===== config.mk =====
export PLATFORM = sky130hd
export DESIGN_NAME = if_fetch_unit
export DESIGN_NICKNAME = d
export VERILOG_FILES = /design/src/rtl/if_fetch_unit.sv
export SDC_FILE = /design/constraint.sdc
export NUM_CORES = 1
export LEC_CHECK = 0
export CAP_MARGIN = 15
export CORE_ASPECT_RATIO = 0.7
export CORE_MARGIN = 3
export CORE_UTILIZATION = 57
export CTS_BUF_LIST = sky130_fd_sc_hd__clkbuf_16
export DETAILED_ROUTE_END_ITERATION = 10
export PLACE_DENSITY = 0.86
export SLEW_MARGIN = 20
export SYNTH_ARGS = -nofsm -noshare
export SYNTH_HDL_FRONTEND = slang
export SYNTH_SLANG_ARGS = --single-unit

===== constraint.sdc =====
create_clock -name clk -period 3.3 [get_ports clk]
set_clock_uncertainty 0.1 [all_clocks]
set_input_delay 0.33 -clock clk [delete_from_list [all_inputs] [get_ports clk]]
set_output_delay 0.33 -clock clk [all_outputs]
set_load 0.05 [all_outputs]

===== src/rtl/if_fetch_unit.sv =====
// ---------------------------------------------------------------------------
// if_fetch_unit
// Instruction fetch front end. It issues word-aligned requests to the
// instruction memory and keeps at most one request outstanding. Returned
// words go into a 2-entry {instr, pc} queue that the decode stage reads.
// A redirect flushes the queue and restarts fetch at the new target. If a
// request is still in flight when the redirect arrives, the unit waits for
// that word in DRAIN and then throws it away.
//
// Ports
//   clk              rising-edge clock
//   reset            asynchronous reset, active low
//   stall_IF_ID      decode hold; the queue head is not consumed while high
//   redirect_valid   branch/jump/exception redirect this cycle
//   redirect_target  new fetch address (bits [1:0] ignored)
//   imem_req         instruction memory request
//   imem_addr        word-aligned request address
//   imem_ready       memory returns imem_rdata for the outstanding request
//   imem_rdata       returned instruction word
//   IF_Instruction   queue-head instruction (0 when empty)
//   IF_PC            queue-head pc (0 when empty)
//   IF_valid         queue non-empty
//
// state | meaning
// IDLE  | free to issue; the request completes this cycle if ready=1
// WAIT  | request at pc outstanding; the word will be kept
// DRAIN | request at req_addr outstanding after a redirect; the word is dropped
// ---------------------------------------------------------------------------
module if_fetch_unit #(
    parameter logic [31:0] RESET_PC = 32'h0000_0000
) (
    input  logic        clk,
    input  logic        reset,
    input  logic        stall_IF_ID,
    input  logic        redirect_valid,
    input  logic [31:0] redirect_target,
    output logic        imem_req,
    output logic [31:0] imem_addr,
    input  logic        imem_ready,
    input  logic [31:0] imem_rdata,
    output logic [31:0] IF_Instruction,
    output logic [31:0] IF_PC,
    output logic        IF_valid
);

    localparam logic [1:0] S_IDLE  = 2'd0;
    localparam logic [1:0] S_WAIT  = 2'd1;
    localparam logic [1:0] S_DRAIN = 2'd2;

    logic [1:0]  state;
    logic [1:0]  state_nxt;
    logic [31:0] pc;
    logic [31:0] req_addr;
    logic [1:0]  count;
    logic [31:0] head_instr;
    logic [31:0] head_pc;
    logic [31:0] tail_instr;
    logic [31:0] tail_pc;

    logic        req_idle;
    logic        push;
    logic        pop;

    always_comb begin
        req_idle  = (state == S_IDLE) && (count != 2'd2) && !redirect_valid;
        // The reset term keeps the request low while the flops are held.
        // Without it, IDLE with an empty queue would request during reset.
        imem_req  = reset && (req_idle || (state == S_WAIT) || (state == S_DRAIN));
        imem_addr = (state == S_DRAIN) ? req_addr : pc;
        // A word is kept only when it answers a live request that was issued
        // before any redirect. This ignores stray ready pulses and drops
        // words that return in DRAIN.
        push      = imem_ready && !redirect_valid && (req_idle || (state == S_WAIT));
        pop       = (count != 2'd0) && !stall_IF_ID && !redirect_valid;
    end

    always_comb begin
        state_nxt = state;
        case (state)
            S_IDLE:  if (req_idle && !imem_ready) state_nxt = S_WAIT;
            S_WAIT: begin
                if (imem_ready)          state_nxt = S_IDLE;
                else if (redirect_valid) state_nxt = S_DRAIN;
            end
            S_DRAIN: if (imem_ready) state_nxt = S_IDLE;
            default: state_nxt = S_IDLE;
        endcase
    end

    always_ff @(posedge clk or negedge reset) begin
        if (!reset) begin
            state      <= S_IDLE;
            pc         <= RESET_PC & ~32'h3;
            req_addr   <= 32'h0;
            count      <= 2'd0;
            head_instr <= 32'h0;
            head_pc    <= 32'h0;
            tail_instr <= 32'h0;
            tail_pc    <= 32'h0;
        end else begin
            state <= state_nxt;

            // DRAIN has to keep presenting the old address after pc moves to
            // the redirect target, so the address is captured on IDLE->WAIT.
            if (state == S_IDLE && state_nxt == S_WAIT)
                req_addr <= pc;

            if (redirect_valid)
                pc <= redirect_target & ~32'h3;
            else if (push)
                pc <= pc + 32'd4;   // wraps through zero silently

            if (redirect_valid) begin
                count <= 2'd0;
            end else begin
                case ({push, pop})
                    2'b10:   count <= count + 2'd1;
                    2'b01:   count <= count - 2'd1;
                    default: count <= count;
                endcase

                // The head is kept in slot 0 so the outputs need no read mux.
                // A push writes the first free slot after any pop.
                if (push && pop) begin
                    if (count == 2'd1) begin
                        head_instr <= imem_rdata;
                        head_pc    <= pc;
                    end else begin
                        head_instr <= tail_instr;
                        head_pc    <= tail_pc;
                        tail_instr <= imem_rdata;
                        tail_pc    <= pc;
                    end
                end else if (push) begin
                    if (count == 2'd0) begin
                        head_instr <= imem_rdata;
                        head_pc    <= pc;
                    end else begin
                        tail_instr <= imem_rdata;
                        tail_pc    <= pc;
                    end
                end else if (pop) begin
                    head_instr <= tail_instr;
                    head_pc    <= tail_pc;
                end
            end
        end
    end

    always_comb begin
        IF_valid       = (count != 2'd0);
        IF_Instruction = IF_valid ? head_instr : 32'h0;
        IF_PC          = IF_valid ? head_pc    : 32'h0;
    end

endmodule


### Word-level counts from Yosys, hierarchy flattened

Index checks and enable logic that the tools add are counted.

| storage, ports and cells | value |
|---|---|
| word-level logic and storage cells | 76 |
| input port bits | 69 |
| register bits | 196 |
| output and inout port bits | 98 |

| operators by class | value |
|---|---|
| mux-type cells | 30 |
| reduce and logical (&&, ||, !) cells | 24 |
| bitwise logic cells | 1 |
| add/sub/neg operators | 3 |
| equal/unequal tests | 10 |

Operators by type and width:

| cell | number |
|---|---|
| $mux W32 | 23 |
| $add A32 B3 Y32 const B | 1 |
| $logic_and A1 B1 Y1 | 10 |
| $mux W2 | 5 |
| $eq A2 B1 Y1 const B | 4 |
| $ne A2 B2 Y1 const B | 3 |
| $pmux W2 S3 | 1 |
| $reduce_bool A2 Y1 | 3 |
| $reduce_bool A3 Y1 | 2 |
| $eq A2 B2 Y1 const B | 2 |
| $logic_not A2 Y1 | 2 |
| $pmux W2 S2 | 1 |
| $reduce_and A4 Y1 | 1 |
| $logic_not A1 Y1 | 3 |
| $ne A3 B1 Y1 const B | 1 |
| $reduce_and A3 Y1 | 1 |
| $add A2 B1 Y2 const B | 1 |
| $logic_or A1 B1 Y1 | 2 |
| $sub A2 B1 Y2 const B | 1 |
| $not A1 Y1 | 1 |

### Logic depth before layout (Yosys ltp)

Gate-level depths: netlist (run 1).

| logic depth | value |
|---|---|
| depth after elaboration | 8 |
| gate-level depth with buffers | 9 |
| gate-level depth less buffers | 7 |

### Worst setup path after synthesis (run 1)

No wires, ideal clock.

| timing | value |
|---|---|
| path kind | register -> output |
| start point | register state[1] |
| end point | output imem_addr[27] |
| data required time | 2.870 ns |
| cell stages (with the launch flop) | 5 |
| data arrival time | 2.035 ns |
| setup slack | 0.835 ns |
| buffers on the path | 2 |
| cell sequence | dfrtp_1 -> nor2b_1 -> clkbuf_1 -> clkbuf_1 -> o21ai_0 |

| between the ends | value |
|---|---|
| longest elaborated chain between the ends | 2 |

RTL lines:

| what | RTL line | source |
|---|---|---|
| start, declared | 50 | `logic [1:0] state;` |
| start signal, assigned | 101 | `state <= state_nxt;` |
| $eq A2 B2 Y1 | 69 | `imem_addr = (state == S_DRAIN) ? req_addr : pc;` |
| $mux W32 | 69 |  |
| end, declared | 38 | `output logic [31:0] imem_addr,` |

No other way between the ends.

### Worst setup path after layout (run 1)

| timing | value |
|---|---|
| start point | register state[1] |
| end point | output imem_addr[4] |

Same word-level chain as after synthesis.

==> results.json, run 1 <==
{
  "status": "completed",
  "setup_viol": 0,
  "worst_pin_slew_ns": 0.9576,
  "synth_xor_area_share_pct": 0.2904,
  "portBuffers": 160,
  "final_cell_mix": "188 x dfrtp_1, 158 x clkdlybuf4s50_1, 94 x nand2_1, 93 x mux2_2, 65 x nor2b_1",
  "vdd_drop_max_v": 0.0005748,
  "p_leak_nw": 4.930,
  "cts.sinks": 188,
  "final_common_cell": "dfrtp_1",
  "maxSlewHeadroom_pct": 36.02,
  "synth_adder_area_share_pct": 0.5531,
  "clk_transition_reported_paths_ns": 0.07,
  "seq_area_frac_synth_pct": 51.99,
  "drc_errors": 0,
  "end_kind": "output pin",
  "worstPathCellList": "nor2b_4 -> buf_4 -> nand2_1 -> o21ai_0 -> clkdlybuf4s50_1",
  "post-cts-setup-buffers": 0,
  "num_vias": 7086,
  "async_flop_share_pct": 100.0,
  "synth_compound_gate_area_share_pct": 9.389,
  "clock_path_buffers": 2,
  "grt_pass1_wl_um": 37150,
  "max_cap_violations": 0,
  "ys.flop_type": "dfrtp_1",
  "reg2reg_slack_ns": 0.65,
  "crit_slowest_cell": "clkdlybuf4s50_1",
  "timing.fmax_ghz": 0.3233,
  "hpwl_um": 15230,
  "hold_path_class": "primary input to flip-flop",
  "die_x_um": 156.6,
  "synth_cell_types": 49,
  "viasPerCell": 5.930,
  "holdPathStages": 3,
  "nNetsFinal": 1060,
  "final_util_pct": 76.03,
  "fillerInstances": 1034,
  "synth_top_family_by_area": "multiplexers",
  "power_density_nw_per_um2": 884.6,
  "rsz0062_at_grt": "no",
  "cp.arrival_ns": 2.66,
  "synth-edff-count": 0,
  "initial_core_util_pct": 59.96,
  "design_area_um2": 11470,
  "yosys_warnings": 0,
  "path_class": "flip-flop to output pin",
  "fin_crit_sh_pct": 93.73,
  "antenna_cells": 0,
  "dieArea_um2": 17450,
  "ant_nets": 0,
  "synth_seq_cells": 188,
  "syn_inst": 846,
  "placed_area_um2": 10870,
  "gp_congestion": 0.8227,
  "insertion_delay_ns": 0.43,
  "grt_remaining_overflow": 0,
  "post-route-min-period_ns": 3.093,
  "first_pass_iters": 5,
  "r2r_cells": 8,
  "tritoncts": "yes",
  "finalSetupTns_ns": 0,
  "wirelength_um": 23090,
  "synth_simple_gate_area_share_pct": 15.50,
  "post_drt_wl_per_cell_um": 19.32,
  "drive_gt1_share_pct": 16.20,
  "area_growth_pct": 26.81,
  "grt_use_total_pct": 26.78,
  "cts_resized": 0,
  "cts_hold_buf": 1,
  "cp-start-kind": "flip-flop",
  "max_stage_delay_ns": 0.89,
  "placementRows": 37,
  "die_y_um": 111.4,
  "cts_buffers": 17,
  "core-area_um2": 15090,
  "syn_area_um2": 9049,
  "synthMuxAreaShare_pct": 18.47,
  "synth_area_per_cell_um2": 10.70,
  "drtIter0Drc": 689,
  "hold_violations": 0,
  "root_buffer": "clkbuf_16",
  "cp_max_fo": 36,
  "slew_viol_final": 0,
  "cts_max_level": 4,
  "required_ns": 2.87,
  "grt_max_degree": 82,
  "antenna_found_initial": 0,
  "grt_pass1_vias": 7149,
  "ios": 167
}
==> stage by stage <==
stage / cells / power, W / setup WS [ns] / hold slack (ns)
floorplan: 849 / 0.006688 / 0.8351 / -0.06559
CTS: 1195 / 0.01017 / 0.2292 / 0.3613
global route: 1195 / 0.01069 / 0.1567 / 0.3682
detailed placement: 1162 / 0.008119 / 0.4414 / 0.2840
global placement: 1162 / 0.007947 / 0.5259 / 0.2863
finish: 1195 / 0.01015 / 0.2067 / 0.3709
==> critical path: cells and delay by family, from the launching register on <==
kind	cells	cell delay, ns
simple gates	2	0.29
buf+inv	2	1.34
flops	1	0.43
compound gates	1	0.18
==> area by class of cell <==
cell class	count	area, um2	area share, %
Multi-Input combinational cell	589	4065	35.43
Tap cell	195	244.0	2.126
Clock inverter	15	156.4	1.363
Timing Repair Buffer	182	1846	16.08
Inverter	9	33.78	0.2944
Clock buffer	17	425.4	3.707
Sequential cell	188	4705	41.00
==> Yosys cell counts (11+ instances only) <==
library cell,count,area share (%)
mux2_1,19,2.4
clkbuf_1,43,1.8
mux2i_1,41,4.5
nor2_1,61,2.5
nand3_1,23,1.3
o311ai_0,11,1.1
nand2_1,94,3.9
o22ai_1,22,1.5
dfrtp_1,188,52
o21ai_0,64,3.5
mux2_2,93,12
o211ai_1,15,1.2
nor2b_1,66,4.6
==> per-layer routing <==
metal	global-route usage, %	vias up	share of wire (%)
li1	-	3263	-
met1	37.76	3504	44
met2	42.12	276	47
met3	5.672	43	6.7
met4	8.105	0	1.9
met5	0	-	0
==> where the power goes <==
group	internal [W]	switching (W)	leakage (nW)
Combinational	0.00174	0.00256	2.35
Sequential	0.00324	0.000576	2.29
Clock	0.00107	0.000965	0.287
Total	0.00605	0.00410	4.93
==> final timing paths <==
kind                                              to                      start
hold reg to reg            head_instr[0]$_DFFE_PN0P_  head_instr[0]$_DFFE_PN0P_
min in group asynchronous   req_addr[20]$_DFFE_PN0P_                      reset
max in group asynchronous    head_pc[14]$_DFFE_PN0P_                      reset
setup / recovery                        imem_addr[4]         state[1]$_DFF_PN0_
hold / removal                    pc[12]$_DFFE_PN0P_        redirect_target[12]
setup reg to reg              head_pc[4]$_DFFE_PN0P_       count[1]$_DFFE_PN0P_
==> sequential cells by signal, summed over array words and instances, names as in the netlist <==
register and flops:
count 2, pc 30, head_pc 30, state 2, tail_pc 30, req_addr 30, tail_instr 32, head_instr 32
==> cells by family (layout without fill, tap and decap cells) <==
family                   count (synthesis)  in the layout
AND/OR/NAND/NOR                        287            287
other                                    1              4
AO/OA/AOI/OAI                          138            138
adder cells (fa/ha/maj)                  4              4
XOR/XNOR                                 3              3
buffers and inverters                   72            223
flip-flops                             188            188
multiplexers                           153            153
Note: power is estimated with default switching activity, not from simulation.
==> inputs of run 2 (changes only) <==
REMOVE_ABC_BUFFERS = 1   (was not set)
==> results.json, run 2 (same netlist as run 1, synthesis figures left out) <==
{
  "cts.sinks": 188,
  "wirelength_um": 23180,
  "post-cts-setup-buffers": 0,
  "root_buffer": "clkbuf_16",
  "final_common_cell": "dfrtp_1",
  "drc_errors": 0,
  "dieArea_um2": 17450,
  "p_leak_nw": 4.946,
  "die_y_um": 111.4,
  "cp.arrival_ns": 2.73,
  "r2r_start": "count[0]$_DFFE_PN0P_",
  "num_vias": 7095,
  "fillerInstances": 1003,
  "tritoncts": "yes",
  "grt_remaining_overflow": 0,
  "pwr-share-comb_pct": 41.6,
  "drive_gt1_share_pct": 15.48,
  "power_density_nw_per_um2": 898.3,
  "ios": 167,
  "drtIter0Drc": 592,
  "seqPwrFrac_pct": 36.6,
  "timing.fmax_ghz": 0.3165,
  "hpwl_um": 14930,
  "final_cell_mix": "188 x dfrtp_1, 157 x clkdlybuf4s50_1, 94 x nand2_1, 93 x mux2_2, 65 x nor2b_1",
  "grt_use_total_pct": 27.15,
  "reg.largest.list": "head_instr x32, tail_instr x32",
  "path_class": "flip-flop to output pin",
  "multi_input_area_um2": 4055,
  "required_ns": 2.87,
  "hold_ws_ns": 0.2473,
  "setup_viol": 0,
  "die_x_um": 156.6,
  "core-area_um2": 15090,
  "worst_pin_slew_ns": 1.104,
  "final_util_pct": 76.24,
  "cp-start-kind": "flip-flop",
  "register_area_um2": 4705,
  "placed_area_um2": 10860,
  "clk_transition_reported_paths_ns": 0.07,
  "end_kind": "output pin",
  "max_cap_violations": 0,
  "cts_buffers": 17,
  "fin_crit_sh_pct": 95.76,
  "antenna_found_initial": 0,
  "post_drt_wl_per_cell_um": 19.48,
  "slew_viol_final": 0,
  "layout.cells.non_filler": 1190,
  "p_sw_w": 0.004028,
  "area_growth_pct": 27.16,
  "worstSetupEndpoint": "imem_addr[24]",
  "grt_max_degree": 103,
  "viasPerCell": 5.962,
  "r2r-end": "head_pc[16]$_DFFE_PN0P_",
  "reg2reg_slack_ns": 0.38,
  "dp.cells": 1158,
  "nNetsFinal": 1056,
  "cp_max_fo": 24,
  "hold_path_class": "primary input to asynchronous set/reset pin",
  "maxSlewHeadroom_pct": 26.14,
  "p_int_w": 0.006308,
  "portBuffers": 160,
  "gp_congestion": 0.8785,
  "grt_pass1_wl_um": 37720,
  "design_area_um2": 11510,
  "crit_start": "state[1]$_DFF_PN0_",
  "first_pass_iters": 6,
  "initial_core_util_pct": 59.96,
  "p_clk_share_pct": 21.8,
  "antenna_cells": 0,
  "hold_violations": 0,
  "r2r_cells": 7,
  "rsz0062_at_grt": "no",
  "cts_max_level": 4,
  "insertion_delay_ns": 0.43,
  "clock_path_buffers": 2,
  "grt_pass1_vias": 7082,
  "switching_share_pct": 38.97,
  "placementRows": 37,
  "ant_nets": 0,
  "post-route-min-period_ns": 3.160,
  "finalSetupTns_ns": 0,
  "status": "completed",
  "vdd_drop_max_v": 0.0006921
}
-- run 2: per-layer routing --
layer	GRT usage, %	up-vias	wire length [um]
li1	-	3240	-
met1	39.57	3513	10370
met2	40.98	303	10540
met3	6.838	39	1833
met4	7.172	0	431
met5	0	-	0
-- run 2: power by group through the flow --
stage               logic, W  registers [W]  clock network [W]
floorplan            0.00298        0.00363                  0
global placement     0.00417        0.00373                  0
detailed placement   0.00429        0.00380                  0
CTS                  0.00433        0.00377            0.00227
global route         0.00461        0.00390            0.00238
finish               0.00430        0.00378            0.00225
-- run 2: worst min-delay path by stage --
stage               startpoint                        end  slack (ns)
floorplan                reset       count[0]$_DFFE_PN0P_       -0.07
global placement         reset  head_instr[9]$_DFFE_PN0P_        0.13
detailed placement       reset    head_pc[20]$_DFFE_PN0P_        0.13
CTS                      reset    head_pc[20]$_DFFE_PN0P_        0.24
global route             reset    head_pc[20]$_DFFE_PN0P_        0.25
finish                   reset    head_pc[20]$_DFFE_PN0P_        0.25
-- run 2: layout make-up --
class / count / share of cell area (%)
Timing Repair Buffer: 178 / 15.91
Inverter: 9 / 0.2936
Multi-Input combinational cell: 589 / 35.24
Sequential cell: 188 / 40.89
Tap cell: 195 / 2.120
Clock inverter: 14 / 1.849
Clock buffer: 17 / 3.697
-- run 2: stage by stage --
stage / setup slack, ns / total power (W)
2_1_floorplan: -1.797 / 0.006608
3_3_place_gp: 0.4850 / 0.007906
3_5_place_dp: 0.3687 / 0.008086
4_1_cts: 0.1300 / 0.01037
5_1_grt: 0.07142 / 0.01088
6_report: 0.1400 / 0.01034
-- run 2: what timing repair did --
item                                    4_1_cts  5_1_grt
hold endpoints to repair                     24        0
hold buffers                                  1        0
endpoints found under the setup margin        0        1
resized for setup                             0        1
-- run 2: critical path, stage by stage (launching register included) --
cell             delay [ns]
dfrtp_1                0.45
nor2b_4                0.50
buf_12                 0.26
mux2_2                 0.36
clkdlybuf4s50_1        0.73
==> inputs of run 3 (changes only) <==
CTS_CLUSTER_SIZE = 16   (was not set)
==> results of run 3 <==
No change in the layout: final DEF, timing and power equal those of run 2.
